--- config.mk ---
export PLATFORM = sky130hd
export DESIGN_NAME = vga_fb_arbiter
export DESIGN_NICKNAME = d
export VERILOG_FILES = /design/src/rtl/vga_fb_pkg.sv /design/src/rtl/vga_fb_fifo.sv /design/src/rtl/vga_fb_arbiter.sv
export SDC_FILE = /design/constraint.sdc
export NUM_CORES = 1
export LEC_CHECK = 0
export ABC_CLOCK_PERIOD_IN_PS = 3080
export CAP_MARGIN = 20
export CORE_MARGIN = 2
export CORE_UTILIZATION = 31
export CTS_BUF_LIST = sky130_fd_sc_hd__clkbuf_4 sky130_fd_sc_hd__clkbuf_8 sky130_fd_sc_hd__clkbuf_16
export DETAILED_ROUTE_END_ITERATION = 6
export PLACE_DENSITY = 0.57
export SYNTH_ARGS = -nofsm -noshare
export SYNTH_HDL_FRONTEND = slang
export SYNTH_HIERARCHICAL = 1
export SYNTH_SLANG_ARGS = --single-unit
--- constraint.sdc ---
create_clock -name clock -period 3.08 [get_ports clock]
set_input_delay 0.462 -clock clock [delete_from_list [all_inputs] [get_ports clock]]
set_output_delay 0.462 -clock clock [all_outputs]
set_load 0.01 [all_outputs]
--- src/rtl/vga_fb_pkg.sv ---
// vga_fb_pkg: shared RGB width, arbiter state type and frame-size helper
package vga_fb_pkg;
  localparam int RGB_W = 12;
  typedef enum logic [1:0] {IDLE, SCAN, DONE} state_t;
  function automatic int fb_size(input int w, input int h);
    return w * h;
  endfunction
endpackage

--- src/rtl/vga_fb_fifo.sv ---
// vga_fb_fifo: synchronous prefetch FIFO with flush, occupancy count and zero data when empty
module vga_fb_fifo
  import vga_fb_pkg::*;
#(
  parameter int DEPTH = 8,
  localparam int AW = $clog2(DEPTH),
  localparam int CW = AW + 1
) (
  input  logic             clock,
  input  logic             reset,
  input  logic             flush,
  input  logic             push,
  input  logic             pop,
  input  logic [RGB_W-1:0] din,
  output logic [RGB_W-1:0] dout,
  output logic [CW-1:0]    count
);
  logic [RGB_W-1:0] mem [DEPTH];
  logic [AW-1:0] wp, rp;
  // storage needs no reset; the pointers alone define which entries are live
  always_ff @(posedge clock) if (push) mem[wp] <= din;
  // pointers and count; a flush empties the queue without touching storage
  always_ff @(posedge clock) begin
    if (reset || flush) begin
      wp <= '0;
      rp <= '0;
      count <= '0;
    end else begin
      if (push) wp <= wp + 1'b1;
      if (pop) rp <= rp + 1'b1;
      count <= count + CW'(push) - CW'(pop);
    end
  end
  assign dout = (count == '0) ? '0 : mem[rp];
endmodule

--- src/rtl/vga_fb_arbiter.sv ---
// vga_fb_arbiter: shares one framebuffer RAM between scanout prefetch and game writes (optional VGA_FB_UNDERFLOW_CNT_EN adds io_underflow_count)
module vga_fb_arbiter
  import vga_fb_pkg::*;
#(
  parameter int FB_W = 160,
  parameter int FB_H = 120,
  parameter int ADDR_W = 15,
  parameter int FIFO_DEPTH = 8,
  parameter int LOW_WATER = 2
) (
  input  logic              clock,
  input  logic              reset,
  input  logic              io_frame_start,
  input  logic              io_pix_ready,
  output logic              io_pix_valid,
  output logic [RGB_W-1:0]  io_pix_data,
  output logic              io_underflow,
`ifdef VGA_FB_UNDERFLOW_CNT_EN
  output logic [15:0]       io_underflow_count,
`endif
  input  logic              io_wr_valid,
  output logic              io_wr_ready,
  input  logic [ADDR_W-1:0] io_wr_addr,
  input  logic [RGB_W-1:0]  io_wr_data,
  output logic              io_mem_en,
  output logic              io_mem_we,
  output logic [ADDR_W-1:0] io_mem_addr,
  output logic [RGB_W-1:0]  io_mem_wdata,
  input  logic [RGB_W-1:0]  io_mem_rdata
);
  localparam int CW = $clog2(FIFO_DEPTH) + 1;
  localparam logic [ADDR_W-1:0] LAST = ADDR_W'(fb_size(FB_W, FB_H) - 1);
  localparam logic [CW:0] LW = (CW+1)'(LOW_WATER);
  localparam logic [CW:0] FD = (CW+1)'(FIFO_DEPTH);
  state_t state, state_nx;
  logic [ADDR_W-1:0] scan_addr;
  logic rd_inflight, read_urgent, read_possible, wr_go, wr_hit, rd_go, push, pop, uf_evt;
  logic [CW-1:0] count;
  logic [CW:0] occ;
  // arbitration: the writer wins unless scanout is starving; a frame_start cycle never reads
  always_comb begin
    occ = {1'b0, count} + (CW+1)'(rd_inflight);
    read_urgent = (state == SCAN) && (occ < LW);
    read_possible = (state == SCAN) && (occ < FD) && !io_frame_start;
    io_wr_ready = io_frame_start || !read_urgent;
    wr_go = io_wr_valid && io_wr_ready && !reset;
    wr_hit = wr_go && (io_wr_addr <= LAST);
    rd_go = !wr_go && read_possible && !reset;
    io_mem_en = wr_hit || rd_go;
    io_mem_we = wr_hit;
    io_mem_addr = wr_hit ? io_wr_addr : (rd_go ? scan_addr : '0);
    io_mem_wdata = wr_hit ? io_wr_data : '0;
    io_pix_valid = count != '0;
    push = rd_inflight && !io_frame_start;
    pop = io_pix_ready && io_pix_valid && !io_frame_start;
    uf_evt = io_pix_ready && !io_pix_valid && (state == SCAN) && !io_frame_start;
    state_nx = io_frame_start ? SCAN : (rd_go && scan_addr == LAST) ? DONE : state;
  end
  // state register
  always_ff @(posedge clock) state <= reset ? IDLE : state_nx;
  // scan pointer, read-in-flight flag and sticky underflow
  always_ff @(posedge clock) begin
    if (reset) begin
      scan_addr <= '0;
      rd_inflight <= 1'b0;
      io_underflow <= 1'b0;
    end else begin
      scan_addr <= io_frame_start ? '0 : rd_go ? scan_addr + 1'b1 : scan_addr;
      rd_inflight <= rd_go;
      io_underflow <= io_underflow || uf_evt;
    end
  end
`ifdef VGA_FB_UNDERFLOW_CNT_EN
  // saturating underflow event counter, restarted with every frame
  always_ff @(posedge clock) begin
    if (reset || io_frame_start) io_underflow_count <= '0;
    else if (uf_evt && io_underflow_count != 16'hFFFF) io_underflow_count <= io_underflow_count + 1'b1;
  end
`endif
  vga_fb_fifo #(.DEPTH(FIFO_DEPTH)) u_fifo (
    .clock(clock),
    .reset(reset),
    .flush(io_frame_start),
    .push(push),
    .pop(pop),
    .din(io_mem_rdata),
    .dout(io_pix_data),
    .count(count)
  );
endmodule
==> impl.org, run 1 <==
** Outcome
- Outcome :: finished, final reports clean

** Power and ir drop
- Static leakage :: between 2 and 3 nW
- Total power density per cell area :: ~540 mW/mm2
- Worst supply voltage drop on vdd :: between 300 and 400 uV

** Critical path
- Data arrives at the worst endpoint at approximately 2.5 ns.
- Setup crit end kind :: output pin
- Largest delay share family, worst path :: buffers and inverters
- CP Class :: reg -> out
- Number of buffers and inverters on the critical path :: 3
- The largest single stage delay on the critical path is approximately 0.34 ns.
- Data required, critical path :: about 2.6 ns
- The critical path goes through and2_4 -> ha_4 -> and4bb_1 -> mux2_4 -> a221oi_4 -> buf_4 -> buf_12 -> a22o_1 -> clkdlybuf4s15_2.
- The worst setup path is launched from a register.
- The largest individual stage delay along the critical path comes from the cell dfxtp_2.
- In this run the worst path has a maximum fanout of 13.

** Die
- The initial utilization of the core area, before any placement, comes to 0.317.
- The die covers approximately 0.02 mm2.
- The die is ~140 um tall.
- Core Rows :: between 40 and 50
- Number of ports placed on the die boundary :: 88
- The die is 139 um wide.
- Placeable core region :: roughly 0.018 mm2

** Cells and area
- For this run, the share of the core covered by cells in the final layout is 0.424.
- Of the cells placed in the final design, the portion with a size suffix greater than 1 is 0.199.
- Net total in the final layout :: 548
- The area growth from synthesis to layout is 33.8%.
- Number of antenna cells inserted :: 0
- Finished Layout Cells :: between 700 and 800

** Clock network
- H-tree level count :: 4
- TritonCTS built the clock tree.
- Clock root buffer master :: clkbuf_16
- At the later pin of the worst-skew pair, clock insertion delay measures 0.41 ns.
- After clock tree synthesis, the clock-pin slew on the worst setup and hold paths is 0.06 ns.
- Number of buffers created by CTS :: 17
- Clock sinks :: between 100 and 150
- The longest clock path from root to sink contains 2 buffers.
- Hold buffer count at cts :: 0

** Routing
- Number of design rule violations left after detail routing :: 0
- The first detailed-routing pass took 4 iterations.
- For this block, the initial DRC count from the detailed router was 178.
- Using the TritonRoute via totals, the vias-per-cell ratio works out to 5.13.
- In this run the remaining antenna-violating nets after routing total 0.
- Number of vias in the routed layout :: between 3000 and 4000
- Final routed wire length divided by cell count :: 17.4 um
- Total wire length :: about 13000 um

** Timing
- Post-route fraction of the period consumed by the critical path :: 0.960
- For the final database, setup skew stands at about 0.0068 ns.
- The number of pins with negative max-slew slack in the final report came to 0.
- Final setup violation count :: 0
- After routing, the total negative slack on setup checks comes to 0 ns.
- Minimum clock period after layout :: around 3 ns
- Setup repair after global routing left no endpoint under its margin.
- The number of hold violations in the final report came to 0.
- Tightest slew margin relative to the limit :: 0.621
- For the pin with the worst max-slew slack, the measured transition is around 0.56 ns.
- For this run, the top clock speed supported by timing is roughly 0.34 GHz.

** Flow run
- Max-cap violations in this run came to 0.

** Yosys
- The synthesized netlist occupies a cell area of around 0.0057 mm2.
- The share of the Yosys chip area taken by registers is 0.619.
- In the synthesized netlist, the number of instances is roughly 380.
- Number of synthesis warnings :: 6
- Each instance of the synthesized netlist takes up on average between 10 and 15 um2.
- Counting flops with a built-in enable in the synthesized netlist gives between 90 and 100.
- The most used flip-flop cell after synthesis is edfxtp_1.
- When the netlist entered floorplanning its net count stood at 435.
- Counting flops and latches in the post-synthesis netlist gives roughly 130.
- Share of synthesized registers carrying an async set or reset :: 0
- The number of different library cells used by synthesis comes to 50.

** Min path
- Path category of the worst min-delay check :: reg -> reg

** Global route
- The first global-routing pass estimated slightly above 20000 um of wire.
- Via count of the first global-routing pass :: approximately 4000
- Met3 track demand over resource in global routing :: 0.0344
- Overall track demand over capacity in global routing :: 0.136
- Leftover overflow at the end of global routing :: 0
- In the global route stage, met1 resource usage came out at 0.166.
- Maximum number of pins on one net before global-route repair :: 25
- Global-route layer with the greatest usage :: met2
- Antenna violations before repair :: 0
- M2 GR Usage :: 0.230

** Place
- Once detailed placement completed, the half-perimeter wirelength came to about 8300 um.
- Number of cells in the design after placement :: 701
- Routability-driven placement finished with a final weighted congestion of 0.775.
- Number of port buffers :: 87
[through the flow]
step | hold slack, ns | total power, mW | setup slack [ns] | area (um2)
5_1_grt | 0.530 | 4.26 | 0.00383 | 7610
3_3_place_gp | 0.473 | 2.15 | 0.0734 | 6950
4_1_cts | 0.493 | 4.16 | 0.00161 | 7610
6_report | 0.491 | 4.12 | 0.124 | 7610
3_5_place_dp | 0.474 | 2.15 | 0.0521 | 6950
2_1_floorplan | 0.456 | 2.00 | 0.529 | 5690
[synthesized netlist by cell type, drive strengths merged (9+ instances only)]
cell type,instances,share of area
and2,15,0.016
o311ai,9,0.014
nand4,9,0.011
or3,12,0.013
ha,9,0.020
dfxtp,32,0.11
nor2,26,0.018
inv,9,0.0059
clkbuf,14,0.0092
a22o,25,0.038
mux4,24,0.10
edfxtp,96,0.51
nand2,13,0.0086
[cell usage in the layout, fill, tap and decap left out, types with 8 or more instances in the layout]
cell type / synthesis / layout
edfxtp_1: 96 / 96
clkdlybuf4s50_1: 0 / 58
dfxtp_1: 32 / 30
a22o_1: 25 / 25
nor2_1: 25 / 25
buf_4: 0 / 24
clkbuf_16: 0 / 17
and2_1: 15 / 14
nand2_1: 13 / 13
mux4_2: 13 / 13
or3_1: 12 / 12
clkdlybuf4s15_2: 0 / 12
mux4_1: 11 / 11
clkdlybuf4s15_1: 0 / 10
inv_1: 9 / 9
o311ai_0: 9 / 9
nand4_1: 8 / 8
o41ai_1: 8 / 8
ha_1: 9 / 8
[state kept, by name, indices dropped and copies added, names as in the netlist, named ones only]
| register | cells |
|---|---|
| rd_inflight | 1 |
| u_fifo/mem | 96 |
| u_fifo/rp | 3 |
| u_fifo/count | 4 |
| scan_addr | 15 |
| u_fifo/wp | 3 |
| io_underflow | 1 |
| state | 2 |
[layer usage]
| metal | part of all wire | vias up | wire length, um |
|---|---|---|---|
| met5 | 0 | - | 0 |
| met4 | 0.020 | 0 | 261 |
| met3 | 0.060 | 30 | 765 |
| met2 | 0.49 | 153 | 6260 |
| met1 | 0.43 | 1828 | 5500 |
| li1 | - | 1764 | - |
[worst register-to-register path, cell delays in order, from the launching register on]
cell and delay (ns):
dfxtp_1 0.34, buf_4 0.18, nor4_1 0.44, nor3b_1 0.17, ha_1 0.33, inv_1 0.06, ha_1 0.16, inv_1 0.06
fa_1 0.37, xor2_1 0.14, nor2_1 0.06
[path summary, 6_finish.rpt]
kind / start / endpoint / slack, ns / cells after the start
setup / recovery: rd_inflight / io_mem_addr[4] / 0.12 / 9
setup reg to reg: u_fifo/count[1] / u_fifo/count[2] / 0.67 / 10
hold / removal: io_underflow / io_underflow / 0.49 / 2
hold reg to reg: io_underflow / io_underflow / 0.49 / 2
[layout make-up]
type / count / area, um2
multi-input cells: 222 / 2020
clock inverters: 14 / 166
fillers: 1593 / 10300
well taps: 229 / 287
inverters: 9 / 33.8
repair buffers: 116 / 1150
flip-flops and latches: 128 / 3530
clock buffers: 18 / 433
[power by group]
part	total (mW)	internal, mW	switching (mW)
Sequential	1.86	1.86	0.00439
Clock	2.00	1.28	0.721
Combinational	0.254	0.136	0.119
[cells by family (layout without fill, tap and decap cells)]
| logic type | after synthesis | in the layout | synth area share |
|---|---|---|---|
| flops | 128 | 128 | 0.619 |
| simple gates | 108 | 108 | 0.105 |
| compound gates | 67 | 67 | 0.0979 |
| mux | 31 | 31 | 0.115 |
| buf+inv | 31 | 157 | 0.0299 |
| fa+ha+maj | 10 | 10 | 0.0233 |
| xor+xnor | 6 | 6 | 0.00924 |
[timing repair]
item	in CTS	in global routing
pin swaps	1	1
endpoints found under the setup margin	29	26
cloned	1	0
gates resized for setup	70	6
buffers inserted	2	0
(Power assumes the default switching activity.)
==> run 2: changes to the inputs <==
CORE_UTILIZATION = 45   (was 31)
PLACE_DENSITY = 0.75   (was 0.57)
==> run 2 against run 1 <==
Compared with the run above:
- total power down 1.1%
- die area down 30%
- critical path type unchanged
- global-route usage up 6.1 points
- worst hold slack worse by 0.0067 ns
- design area down 1.5%
- via count up 1.5%
- maximum frequency down 0.70%
- register-to-register slack better by 0.07 ns
- non-clock buffer count down 3
- largest cell class unchanged
- critical endpoint is now io_mem_addr[8]
==> impl.org, run 2 (same netlist as run 1, synthesis figures left out) <==
** Die
- Core Rows :: 41 (was 49)
- Effective utilization at floorplan :: 0.456 (was 0.317)
- The area of the placeable core is 0.0125 mm2 (was 0.0180 mm2).
- Die boundary width :: 116 um (was 139 um)
- Number of ports placed on the die boundary :: 88 (unchanged)
- Floorplan die height :: 116 um (was 139 um)
- The die footprint is 0.0136 mm2 (was 0.0195 mm2).

** Routing
- Final routed wire length divided by cell count :: 19.0 um (was 17.4 um)
- The number of nets with antenna violations after detailed routing came to 0 (unchanged).
- The average via count per standard cell was 5.67 (was 5.13).
- Number of vias in the routed layout :: 3832 (was 3775)
- The post-route DRC violation count was 0 (unchanged).
- Total wire length :: 12800 um (about the same)
- Iteration-0 DRC Markers :: 329 (was 178)
- Initial DRT Pass Iterations :: 4 (unchanged)

** Critical path
- Worst-path maximum fanout :: 13 (unchanged)
- The category of the worst setup path launch point was a register (unchanged).
- The worst path arrival time came to 2.51 ns (was 2.49 ns).
- The capture point of the worst path is io_mem_addr[8] (was io_mem_addr[4]).
- Critical path, cell by cell: and2_4 -> ha_4 -> and4bb_1 -> mux2_4 -> a221oi_4 -> buf_12 -> buf_12 -> a22o_1 -> clkdlybuf4s15_1 (was and2_4 -> ha_4 -> and4bb_1 -> mux2_4 -> a221oi_4 -> buf_4 -> buf_12 -> a22o_1 -> clkdlybuf4s15_2).
- End of the worst register-to-register path :: u_fifo/count[2] (unchanged)
- The reg2reg setup slack is 0.74 ns (was 0.67 ns).
- CP Class :: reg -> out (unchanged)
- The cell at the slowest stage of the critical path is dfxtp_2 (unchanged).
- The cell that appears most often on the critical path is buf_12.
- Worst r2r src :: u_fifo/count[1] (unchanged)
- The data required time of the critical path was 2.62 ns (about the same).
- Worst Setup SP :: rd_inflight (unchanged)
- The endpoint class of the critical path was an output pin (unchanged).
- Path depth of the worst reg2reg path :: 10 (unchanged)
- Delay of the slowest cell on the worst path :: 0.35 ns (was 0.34 ns)

** Place
- The total of buffers placed on input and output ports was 87 (unchanged).
- The half-perimeter wire length after placement came to 7830 um (was 8290 um).
- The pre-CTS setup slack was 0.00769 ns (was 0.0521 ns).
- The number of placed instances with taps included came to 641 (was 701).
- The routability-driven placement congestion ratio came to 0.882 (was 0.775).
- The instance area after placement was 0.00685 mm2 (was 0.00695 mm2).

** Timing
- Final worst hold slack :: 0.485 ns (was 0.491 ns)
- Worst-case setup margin in the final layout :: 0.104 ns (was 0.124 ns)
- The total negative setup slack came to 0 ns (unchanged).
- The transition time at the pin with the least slew margin was 0.509 ns (was 0.564 ns).
- Minimum clock period after layout :: 2.98 ns (was 2.96 ns)
- Final setup violation count :: 0 (unchanged)
- Number of hold violations in the final report :: 0 (unchanged)
- Worst-case clock skew :: 0.00785 ns (was 0.00682 ns)
- The number of pins with negative max-slew slack in the final report is 0 (unchanged).
- The final worst-path cycle share is 0.966 (was 0.960).
- Tightest slew margin relative to the limit :: 0.658 (was 0.621)
- Setup repair after global routing missed its margin :: no (unchanged)
- The maximum achievable frequency came to 0.336 GHz (was 0.338 GHz).

** Clock network
- Number of buffers created by CTS :: 17 (unchanged)
- H-tree level count :: 4 (unchanged)
- Bufs on Longest Clock Path :: 2 (unchanged)
- The clock-pin transition on the worst setup and hold timing paths came to 0.06 ns (about the same).
- The clock sink count is 128 (unchanged).
- Clock root buffer master :: clkbuf_16 (unchanged)
- CTS tree :: done (unchanged)
- Insertion delay of the later-clocked pin in the worst-skew pair :: 0.41 ns (about the same)

** Power and ir drop
- Total power density per cell area :: 543 mW/mm2 (was 541 mW/mm2)
- Static leakage :: 2.63 nW (about the same)
- The power after layout is 4.07 mW (was 4.12 mW).
- Worst supply voltage drop on vdd :: 378 uV (was 307 uV)

** Cells and area
- The signed area change from the synthesized netlist to the final layout is 31.8% (was 33.8%).
- Commonest non-fill, non-tap cell in the layout :: edfxtp_1 (unchanged)
- Most flops, register :: u_fifo/mem (unchanged)
- The net count of the finished layout is 545 (was 548).
- The count of filler cells inserted in the layout is 934 (was 1593).
- The final core utilization came to 0.601 (was 0.424).
- Share of final-layout standard cells stronger than drive strength 1 :: 0.181 (was 0.199)
- The number of flip-flops in the largest register is 96 (unchanged).
- Finished Layout Cells :: 676 (was 736)
- Number of antenna cells inserted :: 0 (unchanged)
- Largest registers: u_fifo/mem x96, scan_addr x15, u_fifo/count x4 (unchanged).
- Top library cells by usage in the layout, fill and taps aside: edfxtp_1 (96), clkdlybuf4s50_1 (58), dfxtp_1 (31) (was edfxtp_1 (96), clkdlybuf4s50_1 (58), dfxtp_1 (30)).
- The final design instance area without fill came to 0.00750 mm2 (was 0.00761 mm2).

** Outcome
- Outcome :: finished, final reports clean (unchanged)

** Global route
- Maximum number of pins on one net before global-route repair :: 25 (unchanged)
- Via count of the first global-routing pass :: 3769 (was 4017)
- The overall fraction of global-route tracks in use was 0.197 (was 0.136).
- The global route total overflow came to 0 (unchanged).
- First-pass GRT wire length :: 19900 um (was 20600 um)
- Antenna violations before repair :: 1 (was 0)

** Flow run
- Number of max-cap violations :: 0 (unchanged)

** Min path
- The kind of path behind the tightest hold check is reg -> reg (unchanged).
[run 2: changes by cell type in the layout (fill, tap and decap cells not counted), sizes merged]
cell           before  now
dlygate4sd2         5   10
bufinv              3    2
clkbuf             19   23
clkinv              7    4
buf                30   26
clkdlybuf4s15      22   16
inv                10   11
clkinvlp            3    4
[run 2: worst min-delay path by stage]
| stage | to | slack (ns) | depth (start not counted) | start |
|---|---|---|---|---|
| finish | io_underflow | 0.48 | 2 | io_underflow |
| global route | io_underflow | 0.52 | 2 | io_underflow |
| CTS | io_underflow | 0.49 | 2 | io_underflow |
| detailed placement | io_underflow | 0.48 | 2 | io_underflow |
| global placement | io_underflow | 0.46 | 2 | io_underflow |
| floorplan | state[1] | 0.46 | 2 | state[1] |
[run 2: critical path, delay by kind of cell, from the launching register on]
family | cells | cell delay, ns
DFF | 1 | 0.35
AOI/OAI and AO/OA | 2 | 0.45
adders and majority gates | 1 | 0.13
muxes | 1 | 0.30
buffers and inverters | 3 | 0.52
and+or+nand+nor | 2 | 0.37
[run 2: power breakdown]
part / total (mW) / leakage (nW) / switching (mW) / internal [mW]
clock: 1.96 / 0.277 / 0.736 / 1.22
combinational: 0.252 / 1.23 / 0.119 / 0.134
sequential: 1.87 / 1.12 / 0.00482 / 1.86
[run 2: area by class of cell]
type	count	area (um2)	area share
flip-flops and latches	128	3520	0.470
repair buffers	113	1110	0.149
clock buffers	20	448	0.0597
inverters	9	33.8	0.00451
clock inverters	12	135	0.0180
well taps	172	215	0.0287
multi-input cells	222	2030	0.270
[run 2: metal layers]
layer | global-route usage | vias to the layer above | part of all wire
met2 | 0.333 | 127 | 0.52
met5 | 0 | - | 0.0010
met1 | 0.248 | 1924 | 0.42
li1 | - | 1761 | -
met3 | 0.0493 | 18 | 0.048
met4 | 0.0698 | 2 | 0.011
[run 2: timing repair]
action,CTS,global route
resized for setup,56,7
hold buffers,0,0
cloned,1,0
pin swaps,1,1
buffers inserted,2,0
hold endpoints to repair,0,0
endpoints found under the setup margin,29,24
==> run 3: changes to the inputs <==
CORE_MARGIN = not set   (was 2)
PLACE_DENSITY = 0.72   (was 0.75)
==> run 3 against run 2 <==
Compared with the run above:
- core utilization increased by 1.6 points
- first-iteration DRC count fell by 20%
- design area up 0.12%
- worst hold slack lost 0.00098 ns
- clock skew rose by 0.0023 ns
- combinational power about the same
- largest power group unchanged
- highest routed layer is now met4
==> impl.org, run 3 (same netlist as run 1, synthesis figures left out) <==
** Outcome
- Outcome :: finished, final reports clean (unchanged)

** Clock network
- Number of buffers created by CTS :: 17 (unchanged)
- The buffer type at the clock tree root was clkbuf_16 (unchanged).
- The worst-case clock buffer depth was 2 (unchanged).
- H-tree level count :: 4 (unchanged)
- CTS clock-pin slew for the worst setup and hold paths :: 0.05 ns (was 0.06 ns)
- The number of hold buffers added after cts is 0 (unchanged).
- CTS tree :: done (unchanged)
- Clock sinks :: 128 (unchanged)
- Insertion delay of the later-clocked pin in the worst-skew pair :: 0.41 ns (about the same)

** Cells and area
- The register bank with the most flops is u_fifo/mem (unchanged).
- The count of filler cells inserted in the layout came to 913 (was 934).
- Top library cells by usage in the layout, fill and taps aside :: edfxtp_1 (96), clkdlybuf4s50_1 (58), dfxtp_1 (31) (unchanged)
- The commonest non-fill, non-tap cell in the layout is edfxtp_1 (unchanged).
- Number of antenna cells inserted :: 0 (unchanged)
- Sequential cell area in the final layout :: 0.00352 mm2 (unchanged)
- Share of final-layout standard cells stronger than drive strength 1 :: 0.200 (was 0.181)
- Multi-input gate area in the final layout :: 0.00202 mm2 (was 0.00203 mm2)
- Number of flip-flops under the largest register name :: 96 (unchanged)
- Largest registers :: u_fifo/mem x96, scan_addr x15, u_fifo/count x4 (unchanged)
- The signed area change from the synthesized netlist to the final layout was 31.9% (was 31.8%).
- The net count of the finished layout came to 552 (was 545).

** Critical path
- The logic depth of the worst setup path including buffers is 9 (unchanged).
- The largest stage delay on the critical path came to 0.34 ns (was 0.35 ns).
- The top cell family by delay on the critical path was buffers and inverters (unchanged).
- The reg-to-reg endpoint is u_fifo/count[2] (unchanged).
- The cell repeated most along the worst path is and2_1 (was buf_12).
- Critical path, cell by cell :: and2_1 -> ha_2 -> and4bb_1 -> mux2_4 -> a221oi_4 -> buf_6 -> buf_16 -> and2_1 -> dlygate4sd2_1 (was and2_4 -> ha_4 -> and4bb_1 -> mux2_4 -> a221oi_4 -> buf_12 -> buf_12 -> a22o_1 -> clkdlybuf4s15_1)
- The startpoint of the most critical setup path is rd_inflight (unchanged).
- Number of buffers and inverters on the critical path :: 3 (unchanged)
- CP endpoint :: io_mem_wdata[1] (was io_mem_addr[8])
- The endpoint class of the critical path is an output pin (unchanged).
- The category of the most critical setup path is reg -> out (unchanged).
- The reg2reg setup slack came to 0.75 ns (was 0.74 ns).
- The category of the worst setup path launch point is a register (unchanged).
- Arrival time of the worst setup path :: 2.53 ns (was 2.51 ns)
- The data required time of the critical path was 2.62 ns (about the same).
- Path depth of the worst reg2reg path :: 9 (was 10)
- Master of the slowest instance on the critical path :: dfxtp_2 (unchanged)
- Worst-path maximum fanout :: 12 (was 13)
- The launch point of the worst reg-to-reg path was u_fifo/count[2] (was u_fifo/count[1]).

** Timing
- The final setup skew came to 0.0101 ns (was 0.00785 ns).
- The final worst-path cycle share came to 0.970 (was 0.966).
- The worst relative slew slack came to 0.679 (was 0.658).
- Number of hold violations in the final report :: 0 (unchanged)
- The number of pins with negative max-slew slack in the final report was 0 (unchanged).
- Final setup violation count :: 0 (unchanged)
- Setup repair after global routing missed its margin: no (unchanged).
- Final worst hold slack :: 0.484 ns (was 0.485 ns)
- Achievable frequency :: 0.335 GHz (was 0.336 GHz)
- The transition time at the pin with the least slew margin came to 0.478 ns (was 0.509 ns).
- The post-layout minimum cycle time was 2.99 ns (was 2.98 ns).

** Global route
- Overall track demand over capacity in global routing :: 0.209 (was 0.197)
- First-pass GRT wire length :: 20100 um (was 19900 um)
- The global route total overflow was 0 (unchanged).
- Maximum number of pins on one net before global-route repair :: 25 (unchanged)
- The initial antenna violation count is 0 (was 1).
- Via count of the first global-routing pass :: 3834 (was 3769)

** Die
- The die width was 114 um (was 116 um).
- Placeable core region :: 0.0122 mm2 (was 0.0125 mm2)
- Floorplan die height :: 114 um (was 116 um)
- Die Area :: 0.0131 mm2 (was 0.0136 mm2)
- Core Rows :: 40 (was 41)
- The effective utilization at floorplan was 0.468 (was 0.456).
- The top-level I/O count came to 88 (unchanged).

** Power and ir drop
- The ratio of total power to cell area is 558 mW/mm2 (was 543 mW/mm2).
- Worst supply voltage drop on vdd :: 284 uV (was 378 uV)
- Sum of internal, switching and leakage power :: 4.19 mW (was 4.07 mW)
- The leakage power figure came to 2.69 nW (was 2.63 nW).

** Routing
- The starting DRC count in detailed routing is 263 (was 329).
- The average via count per standard cell is 5.62 (was 5.67).
- The length of the first detailed-routing pass in iterations came to 4 (unchanged).
- The routed wire length came to 12700 um (was 12800 um).
- The via count of the routed design was 3815 (was 3832).
- The average detailed-routed wire length per instance is 18.7 um (was 19.0 um).
- Number of design rule violations left after detail routing :: 0 (unchanged)
- Residual antenna-violating net count after detailed routing :: 0 (unchanged)

** Place
- The total of buffers placed on input and output ports came to 87 (unchanged).
- The routability-driven placement congestion ratio is 0.831 (was 0.882).
- Hpwl dp :: 8160 um (was 7830 um)

** Min path
- Source of the worst hold timing path :: io_underflow (unchanged)
- Path category of the worst min-delay check :: reg -> reg (unchanged)

** Flow run
- The count of max-cap constraint violations was 0 (unchanged).
-- run 3: cell types whose count changed in the layout (fill, tap and decap cells not counted), sizes merged, moves of 3 or more --
| cell | change |
|---|---|
| clkdlybuf4s15 | -10 |
| buf | +8 |
| clkbuf | +7 |
| clkinvlp | -3 |
-- run 3: worst register-to-register path, stage by stage, from the launching register on --
cell and delay (ns):
dfxtp_1 0.39, nor4_1 0.50, nor3b_1 0.15, ha_1 0.31
inv_1 0.06, ha_1 0.17, inv_1 0.07, fa_1 0.37
xor2_1 0.14, nor2_1 0.05
-- run 3: worst min path at each step --
stage              endpoint  slack [ns]  depth (start not counted)
2_1_floorplan      state[1]        0.46                          2
3_3_place_gp   io_underflow        0.46                          2
3_5_place_dp   io_underflow        0.47                          2
4_1_cts        io_underflow        0.48                          2
5_1_grt        io_underflow        0.54                          2
6_report       io_underflow        0.48                          2
-- run 3: what timing repair did --
action,4_1_cts,5_1_grt
pin swaps,1,2
setup buffers,4,1
endpoints found under the setup margin,29,24
hold endpoints to repair,0,0
gates cloned,1,0
gates resized for setup,41,33
-- run 3: area by class of cell --
class | instances | share of cell area
clock buffer | 17 | 0.0567
clock inverter | 15 | 0.0250
inverter | 9 | 0.00450
multi-input combinational | 222 | 0.269
sequential | 128 | 0.470
tap | 168 | 0.0280
timing repair buffer | 120 | 0.147
-- run 3: per-stage QoR --
stage          utilization  worst slack (ns)  instance area (um2)  cells  setup TNS, ns
5_1_grt              0.617          0.000941                 7510    679              0
4_1_cts              0.620           0.00645                 7530    678              0
3_5_place_dp         0.565          -0.00284                 6870    641       -0.00372
2_1_floorplan            -             0.529                 5690    381              0
3_3_place_gp         0.565            0.0632                 6870    641              0
6_report             0.617            0.0921                 7510    679              0
-- run 3: report_power, final --
group          total [mW]  internal, mW  leakage, nW  switching [mW]
logic               0.249         0.131         1.26           0.118
clock network        2.08          1.35        0.298           0.729
registers            1.86          1.86         1.12         0.00451
total                4.19          3.34         2.69           0.852
-- run 3: layer usage --
metal | track usage | vias up | routed length (um)
met3 | 0.0561 | 11 | 723
met5 | 0 | - | 0
li1 | - | 1766 | -
met4 | 0.0667 | 0 | 104
met1 | 0.256 | 1896 | 5310
met2 | 0.360 | 142 | 6570
==> edit: new RTL, flow settings as in run 2 <==
Add a define of `VGA_FB_UNDERFLOW_CNT_EN`.
--- a/src/rtl/vga_fb_arbiter.sv
+++ b/src/rtl/vga_fb_arbiter.sv
@@ -1,4 +1,6 @@
 // vga_fb_arbiter: shares one framebuffer RAM between scanout prefetch and game writes (optional VGA_FB_UNDERFLOW_CNT_EN adds io_underflow_count)
+`define VGA_FB_UNDERFLOW_CNT_EN
+
 module vga_fb_arbiter
   import vga_fb_pkg::*;
 #(
Function (old outputs only; new: io_underflow_count): kept (Yosys induction, for registers that start in step).
==> edit against run 2 <==
Routed wire length rose by 16%; register-to-register slack barely moved; power rose by 10%; setup slack improved by 0.0059 ns; count of clock-buffer cells in the layout rose by 3; area after synthesis rose by 15%; clock power rose by 11%; utilization barely moved; global-route usage fell by 0.35 points; cell area rose by 13%; clock skew rose by 0.00080 ns; sequential cell count rose by 16; largest power group unchanged.
==> edit: results <==
[outcome]
status = finished, final reports clean

[drt]
routed_wirelength_mm = 14.9
avgViaCountPerCell = 5.77
wl_per_cell_um = 18.4
drt-pass1-iter-count = 5
met2RoutedLength_mm = 7.67

[layout]
n_all_inverters = 12
multi_input_comb_cells = 306
seq_area_mm2 = 0.00384
clock_cell_area_share_pct = 7.65
n_clock_buffer = 23
area_of_combinational_cells_with_multiple_inputs_mm2 = 0.00249
seq-cell-share_pct = 45.6
buffers_excl_clock = 135

[placement]
place.detailed.hpwl_mm = 9.80
post-place-ws_ns = 0.0296
numPortBuffers = 103

[yosys]
synth.net_count = 543
muxShareOfSynthArea_pct = 10.7
synth_xor_area_share_pct = 0.806
top_cells_by_area_synth = sky130_fd_sc_hd__edfxtp_1 44%, sky130_fd_sc_hd__dfxtp_1 15%, sky130_fd_sc_hd__mux4_2 4.5%
post_synth.cell_area_avg_um2 = 13.4

[grt]
grt_first_pass_wirelength_mm = 23.9
global_route_met1_utilization_pct = 23.8
overall_routing_resource_usage_pct = 19.4

[timing]
period_minus_slack_ns = 2.97

[pwr]
power.leakage_uw = 0.00295
worst_ir_drop_on_vdd_v = 0.000583

[hold_path]
worst_hold_path.endpoint = state[1]$_SDFFE_PP0P_

[setup_path]
cp-endpoint = io_mem_wdata[6]
==> edit: changes by cell type in the layout (fill, tap and decap cells not counted), moves of 8 or more <==
cell                              change
sky130_fd_sc_hd__a21oi_1             +16
sky130_fd_sc_hd__clkbuf_2            +22
sky130_fd_sc_hd__clkdlybuf4s15_1     -12
sky130_fd_sc_hd__clkdlybuf4s50_1     +16
sky130_fd_sc_hd__dfxtp_1             +16
sky130_fd_sc_hd__dlygate4sd2_1        -9
sky130_fd_sc_hd__nand2_1             +19
sky130_fd_sc_hd__nand3_1              +9
sky130_fd_sc_hd__nor4_1               +8
sky130_fd_sc_hd__o31ai_1             +13
sky130_fd_sc_hd__o41ai_1              -8
sky130_fd_sc_hd__or4_1               +14
==> edit: what timing repair did <==
item,CTS,global route
setup endpoints to repair,29,28
pin swaps,1,2
cloned,1,0
resized for setup,51,44
setup buffers,3,0
==> edit: power by group <==
group          switching [uW]  internal (uW)  total [uW]
sequential               5.53           2070        2070
clock                     780           1390        2170
combinational             120            128         249
